--- config.mk ---
export PLATFORM = sky130hd
export DESIGN_NAME = parameter_fifo_packer
export DESIGN_NICKNAME = d
export VERILOG_FILES = /design/src/rtl/parameter_fifo_packer.sv
export SDC_FILE = /design/constraint.sdc
export NUM_CORES = 2
export LEC_CHECK = 0
export BUFFER_PORTS_ARGS = -buffer_cell sky130_fd_sc_hd__buf_2
export CAP_MARGIN = 10
export CORE_AREA = 2 2 271 273
export CTS_BUF_LIST = sky130_fd_sc_hd__clkbuf_2
export DETAILED_ROUTE_END_ITERATION = 8
export DIE_AREA = 0 0 273 275
export GPL_ROUTABILITY_DRIVEN = 0
export GPL_TIMING_DRIVEN = 1
export PLACE_DENSITY = 0.65
export SLEW_MARGIN = 20
export SYNTH_ARGS = -nofsm -noshare
export SYNTH_HDL_FRONTEND = slang
export SYNTH_SLANG_ARGS = --single-unit
--- constraint.sdc ---
create_clock -name Clk -period 3.7 [get_ports Clk]
set_input_delay 0.74 -clock Clk [delete_from_list [all_inputs] [get_ports Clk]]
set_output_delay 0.74 -clock Clk [all_outputs]
set_load 0.005 [all_outputs]
--- src/rtl/parameter_fifo_packer.sv ---
// parameter_fifo_packer
// Snapshots the slow-control or read-scope parameter vectors of a chip daisy
// chain, left-aligns them in a shift register and streams them MSB first into
// an external FIFO one word per clock. It waits while the FIFO is full, zero-pads
// the last word and can be aborted.
//
// The read-scope vector shares the slow-control-sized shift register, so
// RS_WIDTH must not exceed SC_WIDTH.
module parameter_fifo_packer #(
    parameter int SC_WIDTH   = 592,
    parameter int RS_WIDTH   = 64,
    parameter int CHIP_NUM   = 1,
    parameter int WORD_WIDTH = 16,
    localparam int SC_TOTAL  = CHIP_NUM * SC_WIDTH,
    localparam int RS_TOTAL  = CHIP_NUM * RS_WIDTH,
    localparam int NSC       = (SC_TOTAL + WORD_WIDTH - 1) / WORD_WIDTH,
    localparam int WC_W      = $clog2(NSC + 1)
) (
    input  logic                  Clk,
    input  logic                  reset_n,
    input  logic                  ParameterLoadStart,
    input  logic                  ParameterLoadAbort,
    input  logic                  SlowControlOrReadScopeSelect,
    input  logic [SC_TOTAL-1:0]   SlowControlParameters,
    input  logic [RS_TOTAL-1:0]   ReadScopeParameters,
    input  logic                  ExternalFifoFull,
    output logic                  ExternalFifoWriteEn,
    output logic [WORD_WIDTH-1:0] ExternalFifoData,
    output logic                  ParameterBusy,
    output logic                  ParameterDone,
    output logic [WC_W-1:0]       WordsWritten
);

    localparam int NRS    = (RS_TOTAL + WORD_WIDTH - 1) / WORD_WIDTH;
    localparam int SR_W   = NSC * WORD_WIDTH;
    localparam int SC_PAD = SR_W - SC_TOTAL;
    localparam int RS_PAD = SR_W - RS_TOTAL;

    typedef enum logic [1:0] {
        S_IDLE  = 2'd0,
        S_LOAD  = 2'd1,
        S_WRITE = 2'd2,
        S_DONE  = 2'd3
    } state_t;

    state_t            state_q, state_d;
    logic              mode_q, mode_d;
    logic [SR_W-1:0]   shift_q, shift_d;
    logic [WC_W-1:0]   words_q, words_d;
    logic              busy_q, busy_d;

    logic [SR_W-1:0]   sc_aligned;
    logic [SR_W-1:0]   rs_aligned;
    logic [WC_W-1:0]   last_idx;
    logic              write_fire;

    // Left-align both vectors so padding lands only in the low bits of the last word
    assign sc_aligned = SR_W'(SlowControlParameters) << SC_PAD;
    assign rs_aligned = SR_W'(ReadScopeParameters) << RS_PAD;

    // Index of the final word for the latched mode
    assign last_idx   = mode_q ? WC_W'(NRS - 1) : WC_W'(NSC - 1);

    // A word is written only in WRITE; abort and full both win over the write
    assign write_fire = (state_q == S_WRITE) & ~ExternalFifoFull & ~ParameterLoadAbort;

    // State and datapath registers; asynchronous reset so a reset stops writes at once
    always_ff @(posedge Clk or negedge reset_n) begin
        if (!reset_n) begin
            state_q <= S_IDLE;
            mode_q  <= 1'b0;
            shift_q <= '0;
            words_q <= '0;
            busy_q  <= 1'b0;
        end else begin
            state_q <= state_d;
            mode_q  <= mode_d;
            shift_q <= shift_d;
            words_q <= words_d;
            busy_q  <= busy_d;
        end
    end

    // Next-state logic
    always_comb begin
        state_d = state_q;
        case (state_q)
            S_IDLE: begin
                if (ParameterLoadStart) begin
                    state_d = S_LOAD;
                end
            end
            S_LOAD: begin
                state_d = ParameterLoadAbort ? S_IDLE : S_WRITE;
            end
            S_WRITE: begin
                if (ParameterLoadAbort) begin
                    state_d = S_IDLE;
                end else if (write_fire && (words_q == last_idx)) begin
                    state_d = S_DONE;
                end
            end
            S_DONE: begin
                state_d = S_IDLE;
            end
            default: begin
                state_d = S_IDLE;
            end
        endcase
    end

    // Datapath next values: latch mode on start, snapshot in LOAD, shift on each write
    always_comb begin
        mode_d  = mode_q;
        shift_d = shift_q;
        words_d = words_q;
        if ((state_q == S_IDLE) && ParameterLoadStart) begin
            mode_d  = SlowControlOrReadScopeSelect;
            words_d = '0;
        end
        if ((state_q == S_LOAD) && !ParameterLoadAbort) begin
            shift_d = mode_q ? rs_aligned : sc_aligned;
        end
        if (write_fire) begin
            shift_d = shift_q << WORD_WIDTH;
            words_d = words_q + 1'b1;
        end
        busy_d = (state_d == S_LOAD) || (state_d == S_WRITE);
    end

    // Output decode
    always_comb begin
        ExternalFifoWriteEn = write_fire;
        ExternalFifoData    = shift_q[SR_W-1 -: WORD_WIDTH];
        ParameterBusy       = busy_q;
        ParameterDone       = (state_q == S_DONE);
        WordsWritten        = words_q;
    end

endmodule

==> results.py, run 1 <==
metrics = {
    "run_status": {
        "outcome": "did not finish",
        "haltStage": "global routing",
        "error_line": "[ERROR GRT-0116] Global routing finished with congestion. Check the congestion regions in the DRC Viewer.",
    },
    "placed_design": {
        "port_buffers": 686,
        "dp_hpwl_um": 59630,
        "dp.cells": 3864,
        "dpl_cell_area_um2": 30600,
    },
    "synthesis": {
        "ys_ff_latch": 602,
        "ys_warn_count": 0,
        "synth_edf_count": 0,
        "ys_types": 37,
        "synthesis.nets": 3051,
        "synthCells": 2388,
        "avgSynthCellArea_um2": 11.02,
        "synthArstFlopShare": 1.000,
        "synth-main-ff-cell": "dfrtp_1",
        "syn_area_um2": 26320,
        "ys_seq_area_frac": 0.5724,
    },
    "grt": {
        "grt_pass1_wl_um": 167700,
        "grt_start_max_net_pins": 152,
        "grt_remaining_overflow": 1,
        "track_usage": 0.2918,
        "grt_pass1_vias": 30130,
    },
    "floorplanning": {
        "ios": 687,
        "dieWidth_um": 273,
        "die_height_um": 275,
        "floorplan.rows": 99,
        "initial_core_util": 0.3638,
    },
    "cts": {
        "clk_path_buf_depth": 3,
        "cts_buffers": 162,
        "clock_sinks": 602,
        "h-tree-depth": 4,
        "root_buffer": "clkbuf_2",
    },
}
[repair_timing]
item | in CTS
resized for setup | 2
pin swaps | 1
endpoints found under the setup margin | 1
hold buffers | 788
endpoints found under the hold margin | 1035
setup buffers | 1
[layer usage]
metal,GRT usage,overflow
met2,0.4748,1
met1,0.3237,0
met3,0.09697,0
met4,0.2048,0
met5,0,0
[synth_stat cells (2+ instances only)]
master | number | area share
a22o_1 | 16 | 0.0053
nand3_1 | 3 | 0.00057
nor2_1 | 257 | 0.037
mux2_2 | 65 | 0.028
inv_1 | 303 | 0.043
nand2b_1 | 2 | 0.00048
dfrtp_1 | 602 | 0.57
buf_1 | 5 | 0.00071
buf_2 | 46 | 0.0087
a21oi_1 | 2 | 0.00038
o21ai_0 | 259 | 0.049
a221o_1 | 256 | 0.097
mux2i_1 | 130 | 0.049
buf_4 | 17 | 0.0048
buf_6 | 8 | 0.0034
nand2_1 | 5 | 0.00071
clkbuf_1 | 137 | 0.020
a22oi_1 | 256 | 0.073
[cells by family after synthesis]
logic type	Yosys count	share of synthesized area
adders and majority gates	1	0.0004753
buffers and inverters	517	0.08062
muxes	195	0.07725
xor gates and xnor gates	1	0.0003328
AOI/OAI and AO/OA	796	0.2275
DFF	602	0.5724
and+or+nand+nor	276	0.04145
[metrics by stage]
step,util,worst slack (ps)
2_1_floorplan,-,1305
3_3_place_gp,0.4230,806.0
3_5_place_dp,0.4230,801.5
4_1_cts,0.5526,53.69
==> run 2, diff against run 1 <==
--- a/config.mk
+++ b/config.mk
@@ -7,13 +7,12 @@
 export LEC_CHECK = 0
 export BUFFER_PORTS_ARGS = -buffer_cell sky130_fd_sc_hd__buf_2
 export CAP_MARGIN = 10
-export CORE_AREA = 2 2 271 273
-export CTS_BUF_LIST = sky130_fd_sc_hd__clkbuf_2
+export CORE_AREA = 2 2 268 270
 export DETAILED_ROUTE_END_ITERATION = 8
-export DIE_AREA = 0 0 273 275
+export DIE_AREA = 0 0 270 272
 export GPL_ROUTABILITY_DRIVEN = 0
 export GPL_TIMING_DRIVEN = 1
-export PLACE_DENSITY = 0.65
+export PLACE_DENSITY_LB_ADDON = 0.15
 export SLEW_MARGIN = 20
 export SYNTH_ARGS = -nofsm -noshare
 export SYNTH_HDL_FRONTEND = slang
==> run 2 against run 1 <==
  * The run now ends clean
  * Area after synthesis stayed put
  * Synthesized cell count stayed put
==> results.py, run 2 <==
metrics = {
    "run_status": {
        "outcome": "complete, no violations",
    },
    "critical_path": {
        "worstPathArrival_ps": 2180,
        "crit_required_ps": 2960,
        "end_kind": "output port",
        "cp-start-kind": "flop",
        "cp_max_fo": 38,
        "worstSetupPathType": "reg2out",
    },
    "sta": {
        "slew_violations": 0,
        "fin_crit_sh": 0.7901,
        "worst_pin_slew_ps": 946.1,
        "fin_ws_ps": 776.6,
        "rsz0062_at_grt": "no",
        "fin_setup_tns_ps": 0,
        "slew_headroom": 0.3693,
        "skew_ps": 27.18,
        "setup-violations-final": 0,
        "hold_violations": 0,
        "fin_crit_ps": 2923,
        "fmax_mhz": 342.1,
    },
    "layout": {
        "area_growth_pct": 25.92,
        "nNetsFinal": 3641,
        "drive_gt1_frac": 0.3007,
        "final_cell_mix": "685 x buf_2, 601 x dfrtp_1, 303 x inv_1",
        "largest-register": "shift_q",
        "largest_register_ffs": 592,
        "mostFrequentLayoutCell": "buf_2",
    },
    "synthesis": {
        "synthTopCellsByCount": "602 x dfrtp_1, 303 x inv_1, 259 x o21ai_0",
        "ys_top_cells_by_area": "dfrtp_1 57%, a221o_1 9.7%, a22oi_1 7.3%, mux2i_1 4.9%, o21ai_0 4.9%",
        "ys_seq_area_frac": 0.5724,
        "ys_types": 37,
        "synthCells": 2388,
        "synth_top_area_share": 0.5724,
        "syn_area_um2": 26320,
        "yosysTopAreaCell": "dfrtp_1",
        "synthesis.nets": 3051,
        "ys_warn_count": 0,
        "synth.most_common_cell": "dfrtp_1",
        "synth-main-ff-cell": "dfrtp_1",
        "synth_edf_count": 0,
        "avgSynthCellArea_um2": 11.02,
        "ys_ff_latch": 602,
        "synthArstFlopShare": 1.000,
    },
    "grt": {
        "track_usage": 0.2421,
        "grt_pass1_wl_um": 137200,
        "antenna_found_initial": 65,
        "grt_pass1_vias": 22380,
        "grt_remaining_overflow": 0,
        "grt_start_max_net_pins": 145,
    },
    "job": {
        "cap_violations": 0,
    },
    "cts": {
        "clk_path_buf_depth": 3,
        "h-tree-depth": 3,
        "cts.repair.resized": 0,
        "clkLatencyLatePin_ps": 610,
        "clock_sinks": 602,
        "root_buffer": "clkbuf_16",
        "hold_buffers": 0,
        "cts_buffers": 71,
        "cts_tree": "yes",
        "clkTransAtPathRegs_ps": 60,
        "cts_setup_buffers": 0,
    },
    "pwr": {
        "p_leak_nw": 15.96,
        "power_density_nw_per_um2": 730.7,
        "peakVddDrop_v": 0.0003429,
    },
    "worst_hold_path": {
        "hold_class": "in2async",
    },
    "route": {
        "routedWlPerCell_um": 22.76,
        "drcViolationCount": 0,
        "antenna_left": 0,
        "vias": 21690,
        "dr.first_iter.drc_count": 1782,
        "detail_route.first_pass.iterations": 8,
        "vias_per_cell": 5.392,
        "routed_wl_um": 91530,
    },
    "floorplanning": {
        "dieWidth_um": 270,
        "die_height_um": 272,
        "initial_core_util": 0.3720,
        "core_area_um2": 70750,
        "die_area_um2": 73440,
        "ios": 687,
        "floorplan.rows": 98,
    },
    "placed_design": {
        "post-place-ws_ps": 872.5,
        "dp_hpwl_um": 63840,
        "port_buffers": 686,
    },
}
[run 2: cell counts after synthesis]
Identical to the previous run, type by type.
[run 2: worst max-delay path: stages, from the launching register on]
cell and delay (ps):
dfrtp_1 440, or4b_4 680, inv_8 270, buf_2 190
[run 2: per-layer routing]
| layer | part of all wire | vias up | GRT usage | wire length, µm |
|---|---|---|---|---|
| met5 | 0.0031 | - | 0 | 281 |
| met4 | 0.030 | 46 | 0.1048 | 2713 |
| met3 | 0.074 | 178 | 0.06489 | 6753 |
| met2 | 0.49 | 859 | 0.3919 | 44600 |
| met1 | 0.41 | 10800 | 0.3059 | 37180 |
| li1 | - | 9803 | - | - |
[run 2: cell type report]
type	count	area, µm²
Clock buffer	110	2166
Clock inverter	15	216.5
Timing Repair Buffer	730	4086
Antenna cell	42	105.1
Sequential cell	602	15070
Inverter	304	1149
Multi-Input combinational cell	1269	9165
Fill cell	6711	37610
Tap cell	950	1189
[run 2: where the power goes]
part | switching (mW) | internal, mW
clock | 2.85 | 4.25
sequential | 1.63 | 9.75
combinational | 2.99 | 2.75
total | 7.47 | 16.7
[run 2: through the flow]
stage	area [µm²]	util	total power [mW]	hold WS [ps]	instances
3_5_place_dp	30650	0.4333	17.19	492.3	3855
3_3_place_gp	30650	0.4333	16.91	487.8	3855
6_report	33140	0.4684	24.22	173.7	4022
4_1_cts	33040	0.4669	24.41	177.0	3980
5_1_grt	33120	0.4682	25.63	194.6	4014
2_1_floorplan	26320	-	14.92	444.4	2388
[run 2: cells by family after synthesis]
kind of cell	after synthesis	synth area share
fa+ha+maj	1	0.0004753
simple gates	276	0.04145
mux	195	0.07725
compound gates	796	0.2275
flops	602	0.5724
buf+inv	517	0.08062
xor+xnor	1	0.0003328
[run 2: worst paths after layout]
path / cells past startpoint / endpoint / startpoint / slack [ps]
worst max-delay path: 3 / ExternalFifoWriteEn / state_q[0] / 780
worst min-delay path: 1 / shift_q[447] / reset_n / 170
max in group asynchronous: 2 / shift_q[53] / reset_n / 2580
worst min register to register: 1 / shift_q[564] / shift_q[564] / 510
worst max register to register: 4 / shift_q[195] / state_q[1] / 1200
min in group Clk: 2 / shift_q[7] / SlowControlParameters[7] / 350
No activity file was read; power rests on OpenSTA's default activity.
